--- src/rtl/dual_slope_sequencer.sv ---
// Conversion sequencer for a dual-slope integrating ADC: auto-zero, run-up,
// de-integration with break-before-make switch control and per-conversion status.
module dual_slope_sequencer #(
  parameter int CNT_WIDTH   = 16,
  parameter int T_AZ        = 1000,
  parameter int T_INT       = 10000,
  parameter int T_DEINT_MAX = 20000
) (
  input  logic                 clk_i,
  input  logic                 rst_i,
  input  logic                 start_i,
  input  logic                 comp_i,
  input  logic                 sat_hi_i,
  input  logic                 sat_lo_i,
  input  logic                 ref_ok_i,
  output logic                 sw_az_o,
  output logic                 sw_in_o,
  output logic                 sw_refp_o,
  output logic                 sw_refn_o,
  output logic                 busy_o,
  output logic                 valid_o,
  output logic [CNT_WIDTH-1:0] result_o,
  output logic                 polarity_o,
  output logic                 ovr_o,
  output logic                 err_o
);

  // The phase timer only ever needs to reach max(T_AZ, T_INT) - 1.
  localparam int T_MAX = (T_AZ > T_INT) ? T_AZ : T_INT;
  localparam int TMR_W = (T_MAX > 1) ? $clog2(T_MAX) : 1;

  localparam logic [TMR_W-1:0]     AZ_LAST   = TMR_W'(T_AZ - 1);
  localparam logic [TMR_W-1:0]     INT_LAST  = TMR_W'(T_INT - 1);
  localparam logic [CNT_WIDTH-1:0] DEINT_MAX = CNT_WIDTH'(T_DEINT_MAX);

  typedef enum logic [2:0] {
    S_IDLE,
    S_AZ,
    S_BBM1,
    S_INT,
    S_BBM2,
    S_DEINT,
    S_DONE
  } state_t;

  state_t               state_reg, state_next;
  logic [TMR_W-1:0]     timer_reg, timer_next;
  logic [CNT_WIDTH-1:0] cnt_reg, cnt_next;
  logic [CNT_WIDTH-1:0] cnt_inc;
  logic                 cl_reg, cl_next;
  logic [CNT_WIDTH-1:0] result_reg, result_next;
  logic                 polarity_reg, polarity_next;
  logic                 ovr_reg, ovr_next;
  logic                 err_reg, err_next;
  logic                 sw_az_reg, sw_az_next;
  logic                 sw_in_reg, sw_in_next;
  logic                 sw_refp_reg, sw_refp_next;
  logic                 sw_refn_reg, sw_refn_next;
  logic                 busy_reg, busy_next;
  logic                 valid_reg, valid_next;
  logic                 ref_lost;
  logic                 sat_any;

  assign ref_lost = ~ref_ok_i;
  assign sat_any  = sat_hi_i | sat_lo_i;
  assign cnt_inc  = cnt_reg + CNT_WIDTH'(1);

  always_comb begin
    state_next    = state_reg;
    timer_next    = timer_reg;
    cnt_next      = cnt_reg;
    cl_next       = cl_reg;
    result_next   = result_reg;
    polarity_next = polarity_reg;
    ovr_next      = ovr_reg;
    err_next      = err_reg;

    unique case (state_reg)
      S_IDLE: begin
        if (start_i) begin
          timer_next = '0;
          ovr_next   = 1'b0;
          err_next   = 1'b0;
          if (ref_lost) begin
            err_next    = 1'b1;
            result_next = '0;
            state_next  = S_DONE;
          end else begin
            state_next = S_AZ;
          end
        end
      end

      S_AZ: begin
        // Saturation is expected while the integrator is being zeroed.
        if (ref_lost) begin
          err_next    = 1'b1;
          result_next = '0;
          state_next  = S_DONE;
        end else if (timer_reg == AZ_LAST) begin
          timer_next = '0;
          state_next = S_BBM1;
        end else begin
          timer_next = timer_reg + TMR_W'(1);
        end
      end

      S_BBM1: begin
        timer_next = '0;
        state_next = S_INT;
      end

      S_INT: begin
        if (ref_lost || sat_any) begin
          err_next    = ref_lost;
          ovr_next    = sat_any;
          result_next = '0;
          state_next  = S_DONE;
        end else if (timer_reg == INT_LAST) begin
          cl_next       = comp_i;
          polarity_next = ~comp_i;
          state_next    = S_BBM2;
        end else begin
          timer_next = timer_reg + TMR_W'(1);
        end
      end

      S_BBM2: begin
        cnt_next   = '0;
        state_next = S_DEINT;
      end

      S_DEINT: begin
        // Priority: abort, then zero crossing, then timeout.
        if (ref_lost || sat_any) begin
          err_next    = ref_lost;
          ovr_next    = sat_any;
          result_next = '0;
          state_next  = S_DONE;
        end else if (comp_i != cl_reg) begin
          result_next = cnt_reg;
          state_next  = S_DONE;
        end else if (cnt_inc == DEINT_MAX) begin
          result_next = DEINT_MAX;
          ovr_next    = 1'b1;
          state_next  = S_DONE;
        end else begin
          cnt_next = cnt_inc;
        end
      end

      S_DONE: begin
        state_next = S_IDLE;
      end

      default: begin
        state_next = S_IDLE;
      end
    endcase

    // Outputs are decoded from the state being entered so they are registered
    // yet aligned with the cycle that state is occupied.
    sw_az_next   = (state_next == S_AZ);
    sw_in_next   = (state_next == S_INT);
    sw_refp_next = (state_next == S_DEINT) && !cl_next;
    sw_refn_next = (state_next == S_DEINT) && cl_next;
    busy_next    = (state_next != S_IDLE);
    valid_next   = (state_next == S_DONE);
  end

  always_ff @(posedge clk_i or posedge rst_i) begin
    if (rst_i) begin
      state_reg    <= S_IDLE;
      timer_reg    <= '0;
      cnt_reg      <= '0;
      cl_reg       <= 1'b0;
      result_reg   <= '0;
      polarity_reg <= 1'b0;
      ovr_reg      <= 1'b0;
      err_reg      <= 1'b0;
      sw_az_reg    <= 1'b0;
      sw_in_reg    <= 1'b0;
      sw_refp_reg  <= 1'b0;
      sw_refn_reg  <= 1'b0;
      busy_reg     <= 1'b0;
      valid_reg    <= 1'b0;
    end else begin
      state_reg    <= state_next;
      timer_reg    <= timer_next;
      cnt_reg      <= cnt_next;
      cl_reg       <= cl_next;
      result_reg   <= result_next;
      polarity_reg <= polarity_next;
      ovr_reg      <= ovr_next;
      err_reg      <= err_next;
      sw_az_reg    <= sw_az_next;
      sw_in_reg    <= sw_in_next;
      sw_refp_reg  <= sw_refp_next;
      sw_refn_reg  <= sw_refn_next;
      busy_reg     <= busy_next;
      valid_reg    <= valid_next;
    end
  end

  assign sw_az_o    = sw_az_reg;
  assign sw_in_o    = sw_in_reg;
  assign sw_refp_o  = sw_refp_reg;
  assign sw_refn_o  = sw_refn_reg;
  assign busy_o     = busy_reg;
  assign valid_o    = valid_reg;
  assign result_o   = result_reg;
  assign polarity_o = polarity_reg;
  assign ovr_o      = ovr_reg;
  assign err_o      = err_reg;

endmodule

--- config.mk ---
export PLATFORM = sky130hd
export DESIGN_NAME = dual_slope_sequencer
export DESIGN_NICKNAME = d
export VERILOG_FILES = /design/src/rtl/dual_slope_sequencer.sv
export SDC_FILE = /design/constraint.sdc
export NUM_CORES = 1
export LEC_CHECK = 0
export BUFFER_PORTS_ARGS = -buffer_cell sky130_fd_sc_hd__buf_2
export CAP_MARGIN = 40
export CORE_UTILIZATION = 56
export DETAILED_ROUTE_END_ITERATION = 7
export PLACE_DENSITY = 0.78
export SLEW_MARGIN = 10
export SYNTH_ARGS = -nofsm -noshare
export SYNTH_HDL_FRONTEND = slang
export SYNTH_SLANG_ARGS = --single-unit
--- constraint.sdc ---
create_clock -name clk_i -period 3.3 [get_ports clk_i]
set_input_delay 0.66 -clock clk_i [delete_from_list [all_inputs] [get_ports clk_i]]
set_output_delay 0.66 -clock clk_i [all_outputs]
set_load 0.05 [all_outputs]
==> results of run 1 <==
-- logic make-up after synthesis --
logic type	Yosys count	synth area share [%]
and+or+nand+nor	143	24.0
AOI/OAI and AO/OA	108	21.2
DFF	59	43.8
buffers and inverters	40	4.93
muxes	10	3.04
xor gates and xnor gates	9	2.34
adders and majority gates	2	0.742
-- path summary, 6_finish.rpt --
| check | endpoint | slack, ps |
|---|---|---|
| max reg2reg | sw_refn_o | 610 |
| min | cl_reg | 280 |
| min reg2reg | result_o[1] | 500 |
| max in group asynchronous | result_o[15] | 2370 |
| min in group clk_i | result_o[1] | 500 |
| max | sw_refn_o | 610 |
-- layout by cell type, fill, tap and decap left out, types with 3 or more instances in the layout --
cell,n
buf_4,11
nand3_1,13
o21ai_0,7
clkbuf_1,3
and3_1,7
clkbuf_8,11
nand2b_1,6
o21a_1,4
or4_1,11
and4_1,3
xnor2_1,6
o22ai_1,6
a21oi_1,30
and2_1,4
a22o_1,11
nor3_1,8
nor4_1,3
nand3b_1,4
o211ai_1,5
nand4_1,9
nand2_1,29
dfrtp_1,59
mux2i_1,8
xor2_1,3
a31oi_1,5
o21ai_1,10
o31ai_1,13
nor2_1,27
buf_2,31
or3_1,3
inv_1,12
-- metrics by stage --
stage / worst slack (ps) / hold slack, ps
4_1_cts: 684 / 281
3_3_place_gp: 750 / 484
3_5_place_dp: 678 / 489
6_report: 613 / 281
2_1_floorplan: 911 / 496
5_1_grt: 485 / 312
-- worst max-delay path, delay by kind of cell (launching register included) --
kind            cells  cell delay (ps)
simple gates        4             1090
flops               1              470
mux                 1              390
compound gates      1              330
fa+ha+maj           1              280
-- area by class of cell --
class                           instances  area (um^2)  area share, %
Multi-Input combinational cell        272         1730           46.0
Clock inverter                          2         10.0          0.266
Tap cell                               72         90.1           2.40
Timing Repair Buffer                   42          238           6.32
Inverter                               14         52.6           1.40
Sequential cell                        59         1480           39.3
Clock buffer                           14          163           4.33
-- synth_stat cells, types with 2 or more instances --
library cell	instances
a211o_1	2
a21oi_1	30
a22o_1	11
a31oi_1	5
and2_1	4
and3_1	7
and4_1	3
buf_1	2
buf_2	6
buf_4	2
clkbuf_1	15
dfrtp_1	59
ha_1	2
inv_1	13
mux2i_1	8
nand2_1	29
nand2b_1	6
nand3_1	13
nand3b_1	4
nand4_1	9
nor2_1	27
nor2b_1	2
nor3_1	8
nor3b_1	2
nor4_1	3
nor4b_1	2
o211ai_1	5
o21a_1	4
o21ai_0	7
o21ai_1	10
o22ai_1	6
o31a_1	2
o31ai_1	13
or3_1	3
or3b_1	2
or4_1	11
xnor2_1	6
xor2_1	3
-- routing by layer --
metal	global-route usage (%)	wire, um	up-vias
li1	-	-	1441
met3	6.29	612	30
met2	42.0	3650	145
met1	40.4	3770	1495
met5	0	0	-
met4	12.4	198	0
-- power groups by stage --
stage | clock network, uW | registers [uW] | logic (uW)
after floorplan | 0 | 1160 | 695
after global placement | 0 | 1010 | 1100
after detailed placement | 0 | 1020 | 1130
after CTS | 609 | 1010 | 1130
after global routing | 630 | 1030 | 1250
final | 597 | 1010 | 1150
==> run_results.csv, run 1 <==
group,metric,value,unit
yosys,synthCells,371,
final_layout,area_growth,11.5,%
route,drtAntennaViolNets,0,
route,drc,0,
yosys,seq_area_frac_synth,43.8,%
final_layout,antennaDiodeCount,0,
placed_design,postPlaceCellArea,3590,um^2
floorplan,die_x,79.6,um
floorplan,die-height,79.6,um
final_layout,nets,407,
yosys,synth_cell_types,63,
placed_design,globalplace.congestion,0.866,
yosys,netlist.area_leader.share,43.8,%
power,internal_power,1510,uW
cts,cts-root-buf,"clkbuf_8",
timing,final_hold_viol_count,0,
timing,rsz0062_at_grt,"false",
yosys,synth_area_per_cell,9.09,um^2
yosys,synth_ff_type,"dfrtp_1",
yosys,async_flop_share,100,%
placed_design,port_buffers,31,
grt,grt_max_degree,26,
floorplan,initial_core_util,59.8,%
setup_path,r2r_cells,7,
yosys,synthesis.area,3370,um^2
final_layout,fin_area,3760,um^2
cts,cts_tree,"done",
power,p_sw_share,45.3,%
timing,clock.fmax,372,MHz
cts,ctsHoldBuffers,0,
cts,postCtsSetupBuffers,0,
yosys,synth_edf_count,0,
floorplan,io_pins,32,
power,seqPwrFrac,36.7,%
power,leakage,0.00164,uW
timing,drv_slew,0,
floorplan,dieArea,6340,um^2
power,power_frac_clock,21.6,%
route,avgViaCountPerCell,6.55,
cts,clk_latency,350,ps
final_layout,stdcell_count,475,
setup_path,cp-end-kind,"flip-flop",
final_layout,fin_util,66.6,%
final_layout,n_fill_cell,476,
route,drt_wl_total,8230,um
cts,clk_path_buf_depth,2,
setup_path,path_cells,"ha_1 > and3_1 > nand4_1 > mux2_1 > or4_1 > a21oi_1 > nor3b_1",
cts,clkTransAtPathRegs,70,ps
setup_path,startpoint_type,"flip-flop",
route,vias,3111,
setup_path,critical-path-slowest-cell,"or4_1",
timing,worstMarginPinSlew,639,ps
cts,cts.sinks,59,
placed_design,dp_cells,459,
setup_path,arrival,2900,ps
setup_path,r2r_start,"cnt_reg[0]",
yosys,synth_top_cell_by_area,"dfrtp_1",
setup_path,cpPeakStageDelay,630,ps
timing,setup_viol,0,
timing,period_share,81.4,%
power,switchingPower,1250,uW
final_layout,drive_above_1_share,15.9,%
cts,cts_buffers,9,
floorplan,core,5640,um^2
yosys,ys_seq_elements,59,
grt,grt_pass1_wl,13700,um
power,ir_drop,0.558,mV
grt,antenna_found_initial,0,
min_path,hold_path_class,"input port to asynchronous set/reset pin",
yosys,synth_fp_nets,380,
power,power.share.combinational,41.7,%
power,finalPower,2760,uW
run_status,status,"finished, final reports clean",
setup_path,critical_path_class,"flip-flop to flip-flop",
timing,clock_skew,13.6,ps
route,drtIter0Drc,234,
setup_path,critPathRequiredTime,3520,ps
placed_design,hpwl,5540,um
yosys,ys_top_cells_by_area,"dfrtp_1 (44%), a21oi_1 (4.5%), nand2_1 (3.2%)",
route,routedWlPerCell,17.3,um
cts,htreeDepth,3,
setup_path,cp-startpoint,"cnt_reg[0]",
cts,post_cts_resized,0,
yosys,ys_warn_count,0,
setup_path,worst-path-max-fanout,7,
floorplan,std_cell_rows,27,
run,maxCapViolations,0,
timing,tns,0,ps
timing,period_minus_slack,2690,ps
grt,overflow,0,
grt,grt_pass1_vias,2769,
timing,slew_headroom,56.3,%
power,p_per_area,735,nW/um^2
grt,track_usage,28.6,%
route,drtPass1Iterations,5,
(Power assumes the default switching activity.)
==> run 2, diff against run 1 <==
--- a/config.mk
+++ b/config.mk
@@ -7,9 +7,9 @@
 export LEC_CHECK = 0
 export BUFFER_PORTS_ARGS = -buffer_cell sky130_fd_sc_hd__buf_2
 export CAP_MARGIN = 40
-export CORE_UTILIZATION = 56
+export CORE_UTILIZATION = 54
 export DETAILED_ROUTE_END_ITERATION = 7
-export PLACE_DENSITY = 0.78
+export PLACE_DENSITY = 0.79
 export SLEW_MARGIN = 10
 export SYNTH_ARGS = -nofsm -noshare
 export SYNTH_HDL_FRONTEND = slang
==> constraint.sdc (replaced) <==
create_clock -name clk_i -period 2.28 [get_ports clk_i]
set_input_delay 0.456 -clock clk_i [delete_from_list [all_inputs] [get_ports clk_i]]
set_output_delay 0.456 -clock clk_i [all_outputs]
set_load 0.05 [all_outputs]
==> run 2 against run 1 <==
Compared with the run above:
- critical path depth unchanged
- clock skew is 3.4 ps lower
- via count up 7.3%
- hold slack lost 140 ps
- utilization grew 7.4 points
- sequential power increased by 43%
- flip-flop and latch count unchanged
- clock power increased by 47%
- non-clock buffer count rose by 50
- critical path type unchanged
- largest power group unchanged
==> run_results.csv, run 2 (synthesis results as in run 1) <==
group,metric,value,unit
run_status,status,"finished, final reports clean",
grt,grtUsageMet2,43.8,%
grt,overflow,0,
grt,grt_pass1_wl,14000,um
route,drtAntennaViolNets,0,
timing,drv_slew,0,
grt,track_usage,28.3,%
setup_path,critical_path_class,"flip-flop to flip-flop",
grt,grt_pass1_vias,3032,
grt,grt_use_met3,5.62,%
timing,clock.fmax,443,MHz
floorplan,core,5960,um^2
setup_path,startpoint_type,"flip-flop",
timing,clock_skew,10.1,ps
cts,cts_tree,"done",
cts,clk_latency,350,ps
floorplan,initial_core_util,56.6,%
floorplan,std_cell_rows,28,
final_layout,drive_above_1_share,33.0,%
setup_path,critPathRequiredTime,2530,ps
timing,tns,0,ps
cts,htreeDepth,3,
grt,antenna_found_initial,0,
setup_path,worst-path-max-fanout,6,
grt,grt_max_degree,26,
grt,grt_busiest_layer,"met2",
power,ir_drop,0.737,mV
timing,final_hold_viol_count,0,
route,drt_wl_total,9260,um
power,leakage,0.00196,uW
route,drc,0,
timing,worstMarginPinSlew,630,ps
placed_design,port_buffers,31,
timing,fin_ws,25.0,ps
route,avgViaCountPerCell,6.33,
placed_design,globalplace.congestion,0.943,
timing,period_share,98.9,%
route,drtPass1Iterations,5,
route,vias,3338,
cts,clkTransAtPathRegs,70,ps
cts,cts_buffers,9,
floorplan,die_x,81.0,um
floorplan,dieArea,6560,um^2
min_path,hold_path_class,"input port to asynchronous set/reset pin",
final_layout,nets,457,
floorplan,io_pins,32,
floorplan,die-height,81.0,um
run,maxCapViolations,0,
route,routedWlPerCell,17.6,um
cts,cts.sinks,59,
placed_design,hpwl,6200,um
final_layout,mostFrequentLayoutCell,"dfrtp_1",
cts,ctsHoldBuffers,0,
setup_path,cp-end-kind,"flip-flop",
placed_design,pre_cts_ws,-107,ps
cts,cts-root-buf,"clkbuf_8",
final_layout,final_cell_mix,"dfrtp_1 (57), buf_4 (54), buf_2 (31)",
setup_path,r2r_cells,7,
timing,slew_headroom,56.9,%
cts,clk_path_buf_depth,2,
route,drtIter0Drc,304,
power,p_per_area,1020,nW/um^2
setup_path,arrival,2510,ps
final_layout,antennaDiodeCount,0,
timing,setup_viol,0,
timing,period_minus_slack,2260,ps
final_layout,area_growth,30.8,%
grt,met1_usage,38.2,%
timing,rsz0062_at_grt,"true",
==> run 2: critical path: stages, from the launching register on <==
cell	delay (ps)
dfrtp_1	390
ha_2	180
and3_1	180
nand4_1	140
mux2_4	340
or4_4	590
a41o_1	210
a31oi_1	140
==> run 2: stage by stage <==
stage | area [um^2] | std cells | util (%) | total power, uW | hold WS (ps)
after detailed placement | 3950 | 506 | 66.3 | 3280 | 490
after CTS | 4160 | 521 | 69.9 | 4180 | 160
after global placement | 3950 | 506 | 66.3 | 3240 | 486
final | 4410 | 527 | 74.1 | 4480 | 141
after floorplan | 3380 | 371 | - | 2690 | 496
after global routing | 4410 | 527 | 74.1 | 4690 | 187
==> run 2: per-layer routing <==
layer	up-vias	share of wire, %	routed length, um
met3	29	7.2	664
met2	171	47	4320
met1	1594	44	4050
li1	1544	-	-
met4	0	2.4	218
met5	-	0	0
==> run 2: path summary, 6_finish.rpt <==
path | from | to | slack (ps)
worst min-delay path | rst_i | timer_reg[5] | 140
worst max register to register | cnt_reg[1] | cnt_reg[5] | 20
worst min register to register | result_o[1] | result_o[1] | 500
max in group asynchronous | rst_i | cnt_reg[11] | 1550
min in group clk_i | comp_i | polarity_o | 360
worst max-delay path | cnt_reg[1] | cnt_reg[5] | 20
==> run 2: report_power, final <==
group	switching (uW)	internal (uW)	total, uW
combinational	1340	826	2160
clock	406	474	880
sequential	199	1240	1440
==> run 2: area by class of cell <==
class                      instances  area [um^2]
clock inverter                     2         10.0
sequential                        59         1480
fill                             425         1550
clock buffer                      13          169
multi-input combinational        272         1920
timing repair buffer              92          684
inverter                          14         52.6
tap                               75         93.8
==> run 2: what timing repair did <==
| item | 4_1_cts | 5_1_grt |
|---|---|---|
| pin swaps | 1 | 20 |
| buffers inserted | 0 | 4 |
| setup endpoints to repair | 13 | 33 |
| gates cloned | 0 | 3 |
| gates resized for setup | 7 | 39 |
